==> src/rtl/ld_indirect_seq.sv <==
`default_nettype none
// =============================================================================
// Module   : ld_indirect_seq
// Brief    : Self-timed microcode sequencer for 8-bit LD (rr),A / LD (a16),A /
//            LDH (a8|C),A in both directions. Define LDIND_WAIT_EN to honour
//            i_Bus_Ready wait states.
// Revision : 1.0 - initial release
// =============================================================================
module ld_indirect_seq #(
    parameter int T_PER_M = 4,
    parameter int REG16_W = 6
) (
    input  logic               i_Clk,
    input  logic               i_Reset,
    input  logic               i_Start,
    input  logic [2:0]         i_Mode,
    input  logic [3:0]         i_P,
    input  logic               i_Dir,
    input  logic               i_Bus_Ready,
    output logic               o_Busy,
    output logic               o_Done,
    output logic               o_Error,
    output logic               o_IR_Fetch,
    output logic [REG16_W-1:0] o_Read16,
    output logic [REG16_W-1:0] o_Write16,
    output logic [1:0]         o_Increment16,
    output logic               o_Address_Out,
    output logic               o_High_Page,
    output logic [1:0]         o_Imm_Latch,
    output logic [1:0]         o_ReadALU8,
    output logic [1:0]         o_WriteALU8,
    output logic               o_Move_Reg,
    output logic               o_Bus_In,
    output logic               o_Bus_Out
);

    localparam int            TW     = (T_PER_M > 1) ? $clog2(T_PER_M) : 1;
    localparam logic [TW-1:0] T_ADDR = TW'(1);
    localparam logic [TW-1:0] T_XFER = TW'(T_PER_M - 1);

    localparam logic [REG16_W-1:0] C_SEL_PC = REG16_W'(1);
    localparam logic [REG16_W-1:0] C_SEL_BC = REG16_W'(2);
    localparam logic [REG16_W-1:0] C_SEL_DE = REG16_W'(4);
    localparam logic [REG16_W-1:0] C_SEL_HL = REG16_W'(8);
    localparam logic [REG16_W-1:0] C_SEL_WZ = REG16_W'(32);

    localparam logic [2:0] S_IDLE   = 3'd0;
    localparam logic [2:0] S_IMM_LO = 3'd1;
    localparam logic [2:0] S_IMM_HI = 3'd2;
    localparam logic [2:0] S_MEM    = 3'd3;
    localparam logic [2:0] S_FETCH  = 3'd4;

    logic [2:0]         state_q, state_d;
    logic [TW-1:0]      tcnt_q, tcnt_d;
    logic [1:0]         mode_q, mode_d;
    logic [3:0]         ptr_q, ptr_d;
    logic               dir_q, dir_d;
    logic               err_q, err_d;

    logic               w_ready;
    logic               w_ptr_onehot;
    logic               w_start_ok;
    logic               w_last_t;
    logic               w_bus_state;
    logic               w_xfer;
    logic               w_stall;
    logic [REG16_W-1:0] w_addr_sel;
    logic [REG16_W-1:0] w_wb_sel;
    logic [1:0]         w_inc;
    logic               w_hp;

`ifdef LDIND_WAIT_EN
    assign w_ready = i_Bus_Ready;
`else
    // Ready is forced high; the OR keeps the port referenced.
    assign w_ready = i_Bus_Ready | 1'b1;
`endif

    assign w_ptr_onehot = (i_P == 4'b0001) || (i_P == 4'b0010) ||
                          (i_P == 4'b0100) || (i_P == 4'b1000);
    assign w_start_ok   = !i_Mode[2] && ((i_Mode[1:0] != 2'd0) || w_ptr_onehot);
    assign w_last_t     = (tcnt_q == T_XFER);
    assign w_bus_state  = (state_q == S_IMM_LO) || (state_q == S_IMM_HI) ||
                          (state_q == S_MEM);
    assign w_xfer       = w_bus_state && w_last_t;
    assign w_stall      = w_xfer && !w_ready;

    always_comb begin
        state_d = state_q;
        tcnt_d  = tcnt_q;
        mode_d  = mode_q;
        ptr_d   = ptr_q;
        dir_d   = dir_q;
        err_d   = 1'b0;
        if (state_q == S_IDLE) begin
            if (i_Start) begin
                if (w_start_ok) begin
                    mode_d  = i_Mode[1:0];
                    ptr_d   = i_P;
                    dir_d   = i_Dir;
                    tcnt_d  = '0;
                    state_d = ((i_Mode[1:0] == 2'd1) || (i_Mode[1:0] == 2'd2))
                              ? S_IMM_LO : S_MEM;
                end else begin
                    err_d = 1'b1;
                end
            end
        end else if (!w_stall) begin
            if (w_last_t) begin
                tcnt_d = '0;
                case (state_q)
                    S_IMM_LO: state_d = (mode_q == 2'd1) ? S_IMM_HI : S_MEM;
                    S_IMM_HI: state_d = S_MEM;
                    S_MEM:    state_d = S_FETCH;
                    default:  state_d = S_IDLE;
                endcase
            end else begin
                tcnt_d = tcnt_q + 1'b1;
            end
        end
    end

    // Address source for the current M-cycle; reused while a transfer waits.
    always_comb begin
        w_addr_sel = C_SEL_PC;
        w_wb_sel   = '0;
        w_inc      = 2'b01;
        w_hp       = 1'b0;
        if (state_q == S_MEM) begin
            w_inc = 2'b00;
            case (mode_q)
                2'd0: begin
                    if (ptr_q[0]) begin
                        w_addr_sel = C_SEL_BC;
                    end else if (ptr_q[1]) begin
                        w_addr_sel = C_SEL_DE;
                    end else begin
                        w_addr_sel = C_SEL_HL;
                        w_wb_sel   = C_SEL_HL;
                        w_inc      = {ptr_q[3], 1'b1};
                    end
                end
                2'd1: w_addr_sel = C_SEL_WZ;
                2'd2: begin
                    w_addr_sel = C_SEL_WZ;
                    w_hp       = 1'b1;
                end
                default: begin
                    w_addr_sel = C_SEL_BC;
                    w_hp       = 1'b1;
                end
            endcase
        end
    end

    always_comb begin
        o_Busy        = (state_q != S_IDLE);
        o_Done        = 1'b0;
        o_IR_Fetch    = 1'b0;
        o_Read16      = '0;
        o_Write16     = '0;
        o_Increment16 = 2'b00;
        o_Address_Out = 1'b0;
        o_High_Page   = 1'b0;
        o_Imm_Latch   = 2'b00;
        o_ReadALU8    = 2'b00;
        o_WriteALU8   = 2'b00;
        o_Move_Reg    = 1'b0;
        o_Bus_In      = 1'b0;
        o_Bus_Out     = 1'b0;
        if (state_q == S_FETCH) begin
            o_IR_Fetch = 1'b1;
            o_Done     = w_last_t;
        end else if (w_bus_state) begin
            if (tcnt_q == T_ADDR) begin
                o_Read16      = w_addr_sel;
                o_Address_Out = 1'b1;
                o_High_Page   = w_hp;
                o_Write16     = w_wb_sel;
                o_Increment16 = w_inc;
            end else if (w_stall) begin
                o_Read16      = w_addr_sel;
                o_Address_Out = 1'b1;
                o_High_Page   = w_hp;
            end else if (w_xfer) begin
                // In LDH a8 only Z is latched; W is irrelevant under High_Page.
                case (state_q)
                    S_IMM_LO: begin
                        o_Bus_In    = 1'b1;
                        o_Imm_Latch = 2'b01;
                    end
                    S_IMM_HI: begin
                        o_Bus_In    = 1'b1;
                        o_Imm_Latch = 2'b10;
                    end
                    default: begin
                        if (dir_q) begin
                            o_WriteALU8 = 2'b01;
                            o_Bus_In    = 1'b1;
                        end else begin
                            o_ReadALU8  = 2'b01;
                            o_Move_Reg  = 1'b1;
                            o_Bus_Out   = 1'b1;
                        end
                    end
                endcase
            end
        end
    end

    assign o_Error = err_q;

    always_ff @(posedge i_Clk or posedge i_Reset) begin
        if (i_Reset) begin
            state_q <= S_IDLE;
            tcnt_q  <= '0;
            mode_q  <= 2'd0;
            ptr_q   <= 4'd0;
            dir_q   <= 1'b0;
            err_q   <= 1'b0;
        end else begin
            state_q <= state_d;
            tcnt_q  <= tcnt_d;
            mode_q  <= mode_d;
            ptr_q   <= ptr_d;
            dir_q   <= dir_d;
            err_q   <= err_d;
        end
    end

endmodule
`default_nettype wire

==> config.mk <==
export PLATFORM = sky130hd
export DESIGN_NAME = ld_indirect_seq
export DESIGN_NICKNAME = d
export VERILOG_FILES = /design/src/rtl/ld_indirect_seq.sv
export SDC_FILE = /design/constraint.sdc
export NUM_CORES = 1
export LEC_CHECK = 0
export CELL_PAD_IN_SITES_DETAIL_PLACEMENT = 0
export CELL_PAD_IN_SITES_GLOBAL_PLACEMENT = 1
export CORE_AREA = 3 3 59 61
export CTS_CLUSTER_DIAMETER = 30
export CTS_CLUSTER_SIZE = 28
export DETAILED_ROUTE_END_ITERATION = 7
export DIE_AREA = 0 0 62 64
export GPL_TIMING_DRIVEN = 0
export PLACE_DENSITY = 0.8
export SETUP_SLACK_MARGIN = 0.15
export SYNTH_ARGS = -nofsm -noshare
export SYNTH_HDL_FRONTEND = slang
export SYNTH_SLANG_ARGS = --single-unit
==> constraint.sdc <==
create_clock -name i_Clk -period 3.8 [get_ports i_Clk]
set_input_delay 0.95 -clock i_Clk [delete_from_list [all_inputs] [get_ports i_Clk]]
set_output_delay 0.95 -clock i_Clk [all_outputs]
set_load 0.02 [all_outputs]
==> results.cfg <==
[status]
status = finished clean

[finish]
drive_above_1_share = 0.1812
areaGrowthSynthToFinish_pct = 43.67
fin_nets = 169
final_cell_area_um2 = 1363
post-route-util = 0.4500
insertedDiodeCount = 0

[placed_design]
place_ws_ns = 0.7607
gp_congestion = 0.7778
port_buffers = 31
hpwlAfterDp_um = 1700
placed_area_um2 = 1340

[critical_path]
path_max_fanout = 6
critPathKind = reg2out
crit_cells = 7
endpoint_kind = output port
cp_slowest_cell = clkdlybuf4s50_1
path_cells = inv_1, ha_1, nand2b_1, or2_0, clkbuf_1, nor4_1, clkdlybuf4s50_1
required_ns = 2.85
crit_buf_inv = 3
rrSetupSlack_ns = 2.03
worstSetupStartpointType = flip-flop
crit_family = buffers and inverters
arrival_ns = 2.36
max_stage_delay_ns = 0.67
reg2reg_depth = 5

[floorplan]
die-area_um2 = 3968
start_util = 0.3132
io_pins = 41
rows = 20
fp.coreArea_um2 = 3028
dieWidth_um = 62
fp.dieH_um = 64

[power]
power_density_nw_per_um2 = 634.6
peakVddDrop_v = 0.0001751
p_leak_nw = 0.6375

[sta]
rsz0062_at_grt = false
setup-tns-final_ns = 0
min_period_ns = 3.314
hold_viol_final = 0
final_max_slew_viol_count = 0
clock_skew_ns = 0.007248
fmax_mhz = 301.7
setup_slack_ns = 0.4859
setup-violations-final = 0
finalCritPeriodShare = 0.8721

[clock_network]
post_cts_buffers = 0
ctsHoldBuffers = 0
clk_latency_ns = 0.27
clk_path_buf_depth = 2
cts_tree = yes
cts.sink_count = 12
clk_pin_slew_ns = 0.07
h-tree-depth = 1
cts-root-buf = clkbuf_4
cts_buffers = 3
cts_resized = 0

[logic_synthesis]
yosysWarnings = 0
synth_mux_area_frac = 0.08443
synth_seq_area_share = 0.3166
synth_simple_gate_area_frac = 0.2625
yosysUniqueCellTypes = 38
synth-compound-area-share = 0.09103
synth_xor_xnor_area_share = 0.009235
syn_area_um2 = 948.4
synth_top_family_by_area = simple AND/OR/NAND/NOR gates
synth_adder_area_share = 0.07916
synth_cells = 108
avgSynthCellArea_um2 = 8.782
ys_ff_latch = 12

[grt]
grt_start_max_net_pins = 13
antenna_found_initial = 0
grt_pass1_wl_um = 3463
grt_pass1_vias = 804
overflow = 0
track_usage = 0.1160

[drt]
vias = 846
ant_nets = 0
viasPerCell = 4.383
wl_um = 2055
avgRoutedWirePerCell_um = 10.65
drc = 0
drt_iter0_markers = 20
first_pass_iters = 4

[job]
cap_violations = 0

[worst_hold_path]
min_path_cells = 1
hp-class = reg2reg
-- synthesized netlist by cell type --
| cell type | number | area share |
|---|---|---|
| nor3_1 | 6 | 0.032 |
| nand2_1 | 6 | 0.024 |
| o31ai_1 | 1 | 0.0079 |
| clkbuf_1 | 2 | 0.0079 |
| conb_1 | 1 | 0.0040 |
| inv_1 | 11 | 0.044 |
| a31oi_1 | 1 | 0.0066 |
| nand2b_1 | 2 | 0.013 |
| nor2_1 | 11 | 0.044 |
| nand2_4 | 1 | 0.012 |
| o21ai_0 | 3 | 0.016 |
| xnor2_1 | 1 | 0.0092 |
| mux2_4 | 4 | 0.063 |
| or2_2 | 2 | 0.013 |
| or3_1 | 1 | 0.0066 |
| nand4_1 | 1 | 0.0066 |
| or4bb_1 | 1 | 0.012 |
| buf_4 | 10 | 0.079 |
| and2_1 | 1 | 0.0066 |
| or3b_2 | 1 | 0.0092 |
| mux2i_1 | 2 | 0.021 |
| or4b_1 | 2 | 0.021 |
| buf_6 | 1 | 0.012 |
| a21oi_1 | 4 | 0.021 |
| and3_1 | 1 | 0.0066 |
| or4b_4 | 1 | 0.015 |
| o22ai_1 | 1 | 0.0066 |
| nor2_4 | 1 | 0.012 |
| nor2b_1 | 1 | 0.0066 |
| o2111ai_2 | 1 | 0.016 |
| ha_1 | 6 | 0.079 |
| buf_2 | 2 | 0.011 |
| nand3_1 | 2 | 0.011 |
| a22oi_1 | 1 | 0.0079 |
| nor4_1 | 1 | 0.0066 |
| a32oi_1 | 1 | 0.0092 |
| or2_0 | 1 | 0.0066 |
| dfrtp_1 | 12 | 0.32 |
-- kinds of logic after synthesis --
kind of cell	after synthesis
DFF	12
AOI/OAI and AO/OA	13
buffers and inverters	26
muxes	6
adders and majority gates	6
and+or+nand+nor	43
other	1
xor gates and xnor gates	1
-- cell type report --
class	instances	area, um2
plain buffers	15	103.9
clock buffers	3	22.52
flip-flops and latches	12	300.3
inverters	11	41.29
multi-input cells	77	529.3
fillers	308	1665
repair buffers	31	310.3
well taps	44	55.05
-- sequential cells by signal, indices dropped and copies added (netlist names) --
signal,cells
ptr_q,3
dir_q,1
tcnt_q,2
o_Error,1
state_q,3
mode_q,2
-- worst paths after layout --
check	startpoint	end
setup reg to reg	state_q[0]	dir_q
hold / removal	ptr_q[3]	ptr_q[3]
max in group asynchronous	i_Reset	dir_q
hold reg to reg	ptr_q[3]	ptr_q[3]
min in group asynchronous	i_Reset	o_Error
setup / recovery	tcnt_q[1]	o_Read16[3]
-- cell usage in the layout (no fill, tap or decap), types with 2 or more instances in the layout --
| cell | Yosys | routed |
|---|---|---|
| dfrtp_1 | 12 | 12 |
| nor3_1 | 6 | 6 |
| mux2i_1 | 2 | 2 |
| or2_2 | 2 | 2 |
| inv_1 | 11 | 11 |
| mux2_4 | 4 | 4 |
| buf_2 | 2 | 2 |
| nand3_1 | 2 | 2 |
| buf_4 | 10 | 10 |
| a21oi_1 | 4 | 4 |
| clkbuf_1 | 2 | 2 |
| clkbuf_4 | 0 | 3 |
| nand2_1 | 6 | 6 |
| or4b_1 | 2 | 2 |
| nor2_1 | 11 | 11 |
| nand2b_1 | 2 | 2 |
| clkdlybuf4s50_1 | 0 | 31 |
| conb_1 | 1 | 8 |
| ha_1 | 6 | 6 |
| o21ai_0 | 3 | 3 |
-- power by group --
group | switching (mW) | internal, mW
Clock | 0.0391 | 0.0366
Sequential | 0.0505 | 0.191
Combinational | 0.293 | 0.254
Total | 0.382 | 0.482
-- worst reg2reg max path, stage by stage, from the launching register on --
cell and delay (ns):
dfrtp_1 0.38, buf_6 0.14, or4b_4 0.55, nor2_4 0.14, nand2_4 0.12, mux2_4 0.32
-- routing by layer --
layer	up-vias	track usage	part of all wire	wire length (um)
met5	-	0	0	0
met3	4	0.01212	0.057	118
met4	0	0.06366	0.025	51
met1	386	0.1455	0.44	912
met2	30	0.1865	0.47	974
li1	426	-	-	-
-- stage by stage --
| step | power, mW | hold slack (ns) | std cells |
|---|---|---|---|
| 3_5_place_dp | 0.7899 | 0.4878 | 190 |
| 2_1_floorplan | 0.6174 | 0.4729 | 115 |
| 5_1_grt | 0.9485 | 0.5271 | 193 |
| 4_1_cts | 0.8670 | 0.5081 | 193 |
| 6_report | 0.8647 | 0.5078 | 193 |
| 3_3_place_gp | 0.7776 | 0.4972 | 190 |
No activity file was read; power rests on OpenSTA's default activity.
